## config.mk

```make
export PLATFORM = sky130hd
export DESIGN_NAME = sprite_ram_ctrl
export DESIGN_NICKNAME = d
export VERILOG_FILES = /design/src/rtl/sprite_ram_ctrl.sv
export SDC_FILE = /design/constraint.sdc
export NUM_CORES = 1
export LEC_CHECK = 0
export BUFFER_PORTS_ARGS = -buffer_cell sky130_fd_sc_hd__buf_2
export CORE_UTILIZATION = 42
export CTS_CLUSTER_SIZE = 25
export DETAILED_ROUTE_END_ITERATION = 8
export MAX_ROUTING_LAYER = met4
export PLACE_DENSITY = 0.76
export SLEW_MARGIN = 10
export SYNTH_ARGS = -nofsm -noshare
export SYNTH_HDL_FRONTEND = slang
export SYNTH_SLANG_ARGS = --single-unit
export TNS_END_PERCENT = 20
```

## constraint.sdc

```tcl
create_clock -name clk -period 1.3 [get_ports clk]
set_input_delay 0.13 -clock clk [delete_from_list [all_inputs] [get_ports clk]]
set_output_delay 0.13 -clock clk [all_outputs]
set_load 0.02 [all_outputs]
```

## src/rtl/sprite_ram_ctrl.sv

```systemverilog
// -----------------------------------------------------------------------------
// sprite_ram_ctrl
//
// Controller that owns both ports of one sprite bitmap RAM. The RAM has a
// synchronous write port and a registered read port (data appears one cycle
// after the read address is presented, read-before-write on a collision).
//
// Write port: shared between host bus writes and a fill engine that paints
// every pixel of the bitmap with one colour. A small IDLE/FILL state machine
// drives registered RAM write signals.
//
// Read port: the video sampler has absolute priority while vid_en is high.
// Otherwise host reads are accepted and their data is returned one cycle
// later with a single-cycle bus_rvalid pulse.
//
// Parameters
//   ADDR_WIDTH   RAM address bits; bitmap holds 2**ADDR_WIDTH pixels
//   DATA_WIDTH   colour index bits per pixel
//
// Ports
//   clk           in   system clock
//   reset_n       in   asynchronous, active-low reset
//   bus_wr        in   host write request, held until accepted
//   bus_waddr     in   host write address
//   bus_wdata     in   host write data
//   bus_wr_ready  out  write accepted when bus_wr & bus_wr_ready
//   bus_rd        in   host read request, held until accepted
//   bus_raddr     in   host read address
//   bus_rd_ready  out  read accepted when bus_rd & bus_rd_ready
//   bus_rvalid    out  one-cycle pulse, bus_rdata valid
//   bus_rdata     out  readback data (holds last value between reads)
//   fill_start    in   pulse: fill whole bitmap with fill_value
//   fill_value    in   fill colour, captured together with fill_start
//   fill_abort    in   stop a running fill / cancel a pending one
//   fill_busy     out  fill engine running
//   fill_done     out  one-cycle pulse on fill completion (not on abort)
//   vid_en        in   video sampler owns the read port
//   vid_addr      in   video read address
//   ram_we        out  RAM write enable
//   ram_addr_w    out  RAM write address
//   ram_din       out  RAM write data
//   ram_addr_r    out  RAM read address (combinational mux)
//   ram_dout      in   RAM read data, valid one cycle after ram_addr_r
// -----------------------------------------------------------------------------
module sprite_ram_ctrl #(
    parameter int ADDR_WIDTH = 10,
    parameter int DATA_WIDTH = 2
) (
    input  logic                  clk,
    input  logic                  reset_n,

    input  logic                  bus_wr,
    input  logic [ADDR_WIDTH-1:0] bus_waddr,
    input  logic [DATA_WIDTH-1:0] bus_wdata,
    output logic                  bus_wr_ready,

    input  logic                  bus_rd,
    input  logic [ADDR_WIDTH-1:0] bus_raddr,
    output logic                  bus_rd_ready,
    output logic                  bus_rvalid,
    output logic [DATA_WIDTH-1:0] bus_rdata,

    input  logic                  fill_start,
    input  logic [DATA_WIDTH-1:0] fill_value,
    input  logic                  fill_abort,
    output logic                  fill_busy,
    output logic                  fill_done,

    input  logic                  vid_en,
    input  logic [ADDR_WIDTH-1:0] vid_addr,

    output logic                  ram_we,
    output logic [ADDR_WIDTH-1:0] ram_addr_w,
    output logic [DATA_WIDTH-1:0] ram_din,
    output logic [ADDR_WIDTH-1:0] ram_addr_r,
    input  logic [DATA_WIDTH-1:0] ram_dout
);

    typedef enum logic [0:0] {
        IDLE = 1'b0,
        FILL = 1'b1
    } wr_state_t;

    localparam logic [ADDR_WIDTH-1:0] LAST_ADDR = {ADDR_WIDTH{1'b1}};

    wr_state_t             state;
    logic                  fill_pend;   // fill requested, waiting for a free write slot
    logic [DATA_WIDTH-1:0] fill_val;    // colour captured at fill_start
    logic [ADDR_WIDTH-1:0] fill_cnt;    // next address the fill engine writes
    logic [DATA_WIDTH-1:0] rdata_q;     // last returned readback value

    // -------------------------------------------------------------------------
    // Write side
    // -------------------------------------------------------------------------
    // Host writes are only taken while the fill engine is idle; a write held
    // during a fill simply waits for the first IDLE cycle.
    assign bus_wr_ready = (state == IDLE);

    // NOTE: state registers use non-blocking assignments so every register in
    // this block samples the values from before the clock edge, independent of
    // statement order.
    always_ff @(posedge clk or negedge reset_n) begin
        if (!reset_n) begin
            state      <= IDLE;
            fill_pend  <= 1'b0;
            fill_val   <= '0;
            fill_cnt   <= '0;
            fill_busy  <= 1'b0;
            fill_done  <= 1'b0;
            ram_we     <= 1'b0;
            ram_addr_w <= '0;
            ram_din    <= '0;
        end else begin
            // NOTE: single-cycle strobes default low at the top of the block, so
            // each branch only states when they pulse.
            ram_we    <= 1'b0;
            fill_done <= 1'b0;

            case (state)
                IDLE: begin
                    // Host write always wins the write port in IDLE.
                    if (bus_wr) begin
                        ram_we     <= 1'b1;
                        ram_addr_w <= bus_waddr;
                        ram_din    <= bus_wdata;
                    end

                    if (fill_abort) begin
                        // Cancels a fill that has been requested but not launched.
                        fill_pend <= 1'b0;
                    end else if (fill_pend && !bus_wr) begin
                        // Launch: the first fill write is issued in the next cycle.
                        state     <= FILL;
                        fill_cnt  <= '0;
                        fill_pend <= 1'b0;
                        fill_busy <= 1'b1;
                    end else if (fill_start) begin
                        fill_pend <= 1'b1;
                        fill_val  <= fill_value;
                    end
                end

                FILL: begin
                    // fill_start is deliberately ignored here: a new request
                    // during a fill is dropped, not queued.
                    if (fill_abort) begin
                        state     <= IDLE;
                        fill_busy <= 1'b0;
                    end else begin
                        ram_we     <= 1'b1;
                        ram_addr_w <= fill_cnt;
                        ram_din    <= fill_val;
                        fill_cnt   <= fill_cnt + 1'b1;
                        // Completion is detected on the all-ones address rather
                        // than on the counter wrapping, so the last write and the
                        // done pulse leave the block on the same edge.
                        if (fill_cnt == LAST_ADDR) begin
                            state     <= IDLE;
                            fill_busy <= 1'b0;
                            fill_done <= 1'b1;
                        end
                    end
                end

                default: begin
                    state     <= IDLE;
                    fill_busy <= 1'b0;
                end
            endcase
        end
    end

    // -------------------------------------------------------------------------
    // Read side (independent of the write state machine)
    // -------------------------------------------------------------------------
    assign bus_rd_ready = !vid_en;
    assign ram_addr_r   = vid_en ? vid_addr : bus_raddr;

    // bus_rvalid marks the cycle in which the RAM presents the data for the
    // read accepted on the previous edge.
    always_ff @(posedge clk or negedge reset_n) begin
        if (!reset_n) begin
            bus_rvalid <= 1'b0;
            rdata_q    <= '0;
        end else begin
            bus_rvalid <= bus_rd && !vid_en;
            if (bus_rvalid) begin
                rdata_q <= ram_dout;
            end
        end
    end

    // The RAM output register already holds the requested word in the rvalid
    // cycle; it is forwarded then and captured locally so bus_rdata stays
    // stable afterwards while the video sampler keeps moving the RAM output.
    assign bus_rdata = bus_rvalid ? ram_dout : rdata_q;

endmodule

```

* Word-level counts from Yosys, hierarchy flattened
Cells that the tools add are included.
** Operators by class
- Add/sub/neg operators :: 1
- Eq/ne operators :: 6
- Mux-type cells :: 31
- Bitwise logic cells :: 3
- Reduce and logical (&&, ||, !) cells :: 10
** Operator list (count)
- 10-bit two-way mux :: 6
- 10-bit one-hot mux with 2 select lines :: 2
- 1-bit two-way mux :: 16
- 10-bit by 1-bit adder with 10-bit output, second input constant :: 1
- 10-bit equality test, second input constant :: 1
- 2-bit two-way mux :: 3
- 2-bit inequality test, second input constant :: 3
- 1-bit one-hot mux with 2 select lines :: 3
- 3-bit AND reduction :: 2
- 2-bit one-hot mux with 2 select lines :: 1
- 2-bit AND reduction :: 2
- 4-bit AND reduction :: 1
- 3-bit by 2-bit inequality test with 1-bit output, second input constant :: 1
- 1-bit NOT :: 3
- 3-bit nonzero test :: 1
- 1-bit logical AND :: 2
- 1-bit zero test :: 2
- 2-bit by 1-bit inequality test with 1-bit output, second input constant :: 1
** Storage, ports and cells
- Register bits after elaboration :: 32
- Output and inout bits :: 30
- Word-level logic and storage cells :: 62

* Depth between registers and ports, before layout
- Depth after elaboration :: 5
- Mapped depth :: 7

* Worst setup path before layout
No wires, ideal clock.
- Kind :: flip-flop to flip-flop
- Start :: register fill_cnt[0]
- End :: register fill_cnt[8]
- Data arrival time :: 1.247 ns
- Data required time :: 1.221 ns
- Path slack :: -0.027 ns
- Stages on the path, launching flop included :: 6
- Buffers on the path :: 0
- Cell sequence :: dfrtp_1 > ha_1 > and3_1 > and3_1 > nand3_1 > mux2i_1
** Between the ends
- Word-level cells in the longest chain between the ends :: 3
** Ends and longest elaborated chain
- start: declaration :: line 89 : logic [ADDR_WIDTH-1:0] fill_cnt;
- start signal: assignment :: line 153 : fill_cnt <= fill_cnt + 1'b1;
- 10-bit by 1-bit adder with 10-bit output :: line 153
- 10-bit two-way mux :: line 146 : if (fill_abort) begin
- 10-bit one-hot mux with 2 select lines :: line 119 : case (state)
No other way between the ends. The select of a mux whose other input is x is not followed.
A chain may end at the register's enable or synchronous reset.

* Worst setup path after layout
- Start :: register bus_rvalid
- End :: output port bus_rdata[1]
** Between the ends
- Word-level cells in the longest chain between the ends :: 1
** Ends and longest elaborated chain
- start: declaration :: line 60 : output logic bus_rvalid,
- start signal: assignment :: line 186 : bus_rvalid <= bus_rd && !vid_en;
- 2-bit two-way mux
- end: declaration :: line 61 : output logic [DATA_WIDTH-1:0] bus_rdata,
No other way between the ends.

==> impl_metrics.yaml <==
floorplanning:
  dieWidth_um: 64.0
  die-area_sq_um: 4100
  core-area_sq_um: 3690
  initial_core_util_pct: 43.8
  ios: 73
  die_h_um: 64.0
  rows: 22
pwr:
  switching_power_w: 0.000880
  power.leakage_nw: 1.14
  vdd_ir_drop_max_mv: 0.661
  power-per-cell-area_nw_per_um2: 1280
  swShare_pct: 29.4
  seqPwrFrac_pct: 40.9
  clockPowerShare_pct: 30.9
  p_int_w: 0.00211
  power_w: 0.00299
  combPwrFrac_pct: 28.3
timing:
  fmax_mhz: 775
  rsz0062_at_grt: "yes"
  hold_viol: 0
  hold_slack_ns: 0.0765
  worst_pin_slew_ns: 0.355
  finalSetupViolCount: 0
  skew_ns: 0.00300
  finalSetupTns_ns: 0
  period_share_pct: 99.2
  finalCriticalPeriod_ns: 1.29
  slew_violations: 0
  relSlewSlack_pct: 76.3
clock_tree:
  cts-htree-levels: 2
  cts_buffer_depth: 2
  cts_tree: "yes"
  worstSkewPairLatency_ns: 0.28
  cts-root-buf: "clkbuf_8"
  clock_sinks: 32
  clk_pin_slew_ns: 0.06
  cts_buffers: 5
placed_design:
  io_buffers: 72
  dp.cells: 281
  place_area_sq_um: 2130
  dpl.hpwl_um: 2980
  routabilityCongestion: 0.832
routing:
  antenna_left: 0
  viasPerCell: 5.06
  drt_first_iter_violations: 58
  wire_per_inst_um: 13.7
  num_vias: 1482
  routed_wirelength_um: 4020
  first_pass_iters: 4
  drc: 0
setup_path:
  arrival_ns: 1.16
  r2r_start: "state$_DFF_PN0_"
  start_kind: "flop"
  cp-startpoint: "bus_rvalid$_DFF_PN0_"
  crit_required_ns: 1.17
  worstPathMaxFanout: 3
  path_class: "reg -> out"
  slowest_stage: "dfrtp_1"
  critPathMaxStageDelay_ns: 0.42
  cp-end-kind: "primary output"
  cp_cell_sequence: "mux2_4 > buf_6"
  crit_family: "flip-flops"
  path_buf_inv: 1
min_path:
  hold_class: "in -> reg"
  hold_start: "bus_rd"
layout:
  finalNonFillerCells: 293
  mostFrequentLayoutCells: "buf_2, dfrtp_1, buf_4, nor2_1, mux2i_1"
  areaGrowthSynthToFinish_pct: 44.2
  nNetsFinal: 288
  drive_above_1_share_pct: 53.1
  final_common_cell: "buf_2"
  fillers: 327
  n_antenna_cell: 0
  stdcell_area_sq_um: 2330
global_routing:
  antenna_found_initial: 0
  grt_pass1_vias: 1444
  grt_pass1_wl_um: 6030
  grtUsageTotal_pct: 20.3
  grt_max_degree: 26
  grt_overflow: 0
yosys:
  yosys.area.top_type: "dfrtp_1"
  yosys-top-cells-area: "dfrtp_1, mux2_2, mux2i_1"
  ys_types: 32
  synth_nets: 193
  ys_seq_area_share_pct: 49.5
  synth_warnings: 0
  synth_seq_cells: 32
  synth.cell_area_sq_um: 1620
  synth_top_area_share_pct: 49.5
  synth_cells: 149
  syn_avg_cell_area_sq_um: 10.8
flow_run:
  max_cap_violations: 0
run_status:
  outcome: "finished clean"
-- Yosys cell counts --
cell type	n
nand2_1	12
and2_4	1
buf_2	2
buf_4	1
a21oi_1	12
and3_1	2
o41ai_1	1
o31ai_1	1
o211ai_1	2
nand3_1	3
nand2b_1	1
inv_1	2
nor2b_1	3
o21ai_0	11
mux2i_1	14
a41oi_1	1
a22o_1	1
dfrtp_1	32
nand3b_1	1
nor3b_1	1
and3_4	1
ha_1	1
nand3_2	1
or4_1	1
nor2_1	17
o21bai_1	1
buf_6	4
nand2b_4	1
a21o_4	1
a22oi_1	2
mux2_2	14
and2_1	1
-- path summary, 6_finish.rpt --
kind / cells past startpoint / to / slack, ns
worst max-delay path: 2 / bus_rdata[1] / 0.01
worst min-delay path: 2 / bus_rvalid$_DFF_PN0_ / 0.08
worst max register to register: 4 / fill_val[1]$_DFFE_PN0P_ / 0.04
worst min register to register: 1 / rdata_q[0]$_DFF_PN0_ / 0.50
max in group asynchronous: 3 / fill_cnt[1]$_DFFE_PN0P_ / 0.59
min in group asynchronous: 2 / ram_din[0]$_DFFE_PN0P_ / 0.29
-- final cells by class --
class	count	area [sq um]	area share [%]
Inverter	2	7.51	0.322
Multi-Input combinational cell	109	800	34.3
Tap cell	48	60.1	2.58
Timing Repair Buffer	94	556	23.8
Clock buffer	6	72.6	3.11
Sequential cell	32	801	34.4
Clock inverter	2	35.0	1.50
-- flip-flops by register name (all words and copies together), names as in the netlist --
register    cells
bus_rvalid      1
fill_busy       1
fill_cnt       10
fill_done       1
fill_pend       1
fill_val        2
ram_addr_w     10
ram_din         2
ram_we          1
rdata_q         2
state           1
-- power groups by stage --
stage | Clock [W] | Combinational, W | Sequential [W]
3_5_place_dp | 0 | 0.000776 | 0.00124
2_1_floorplan | 0 | 0.000348 | 0.00133
6_report | 0.000923 | 0.000845 | 0.00122
3_3_place_gp | 0 | 0.000761 | 0.00123
5_1_grt | 0.000996 | 0.000916 | 0.00124
4_1_cts | 0.000946 | 0.000782 | 0.00122
-- per-layer routing --
| layer | track usage [%] | vias up | part of all wire [%] |
|---|---|---|---|
| met2 | 36.8 | 65 | 51 |
| met4 | 5.97 | 0 | 0.92 |
| met3 | 5.36 | 3 | 6.2 |
| li1 | - | 721 | - |
| met1 | 21.6 | 693 | 42 |
| met5 | - | - | 0 |
-- timing repair --
action,CTS,global route
setup endpoints to repair,8,23
endpoints found under the hold margin,13,0
hold buffers,1,0
cloned,0,1
resized for setup,4,16
buffers inserted,0,2
pin swaps,0,5
-- per-stage QoR --
step / setup WS, ns / util, %
floorplan: -0.0234 / -
global placement: 0.0150 / 57.8
detailed placement: -0.0292 / 57.8
CTS: -0.0218 / 61.5
global route: -0.0224 / 63.2
finish: 0.0104 / 63.2
-- kinds of logic (layout without fill, tap and decap cells) --
group | count (synthesis) | in the layout | share of synthesized area (%)
buf+inv | 9 | 104 | 4.33
simple gates | 46 | 46 | 14.5
flops | 32 | 32 | 49.5
mux | 28 | 28 | 18.4
fa+ha+maj | 1 | 1 | 0.774
compound gates | 33 | 34 | 12.5
-- worst reg2reg max path: stages, from the launching register on --
cell	delay, ns
dfrtp_1	0.41
buf_4	0.18
nor2_4	0.13
nand3b_1	0.14
mux2_2	0.30
No activity file was read; power rests on OpenSTA's default activity.
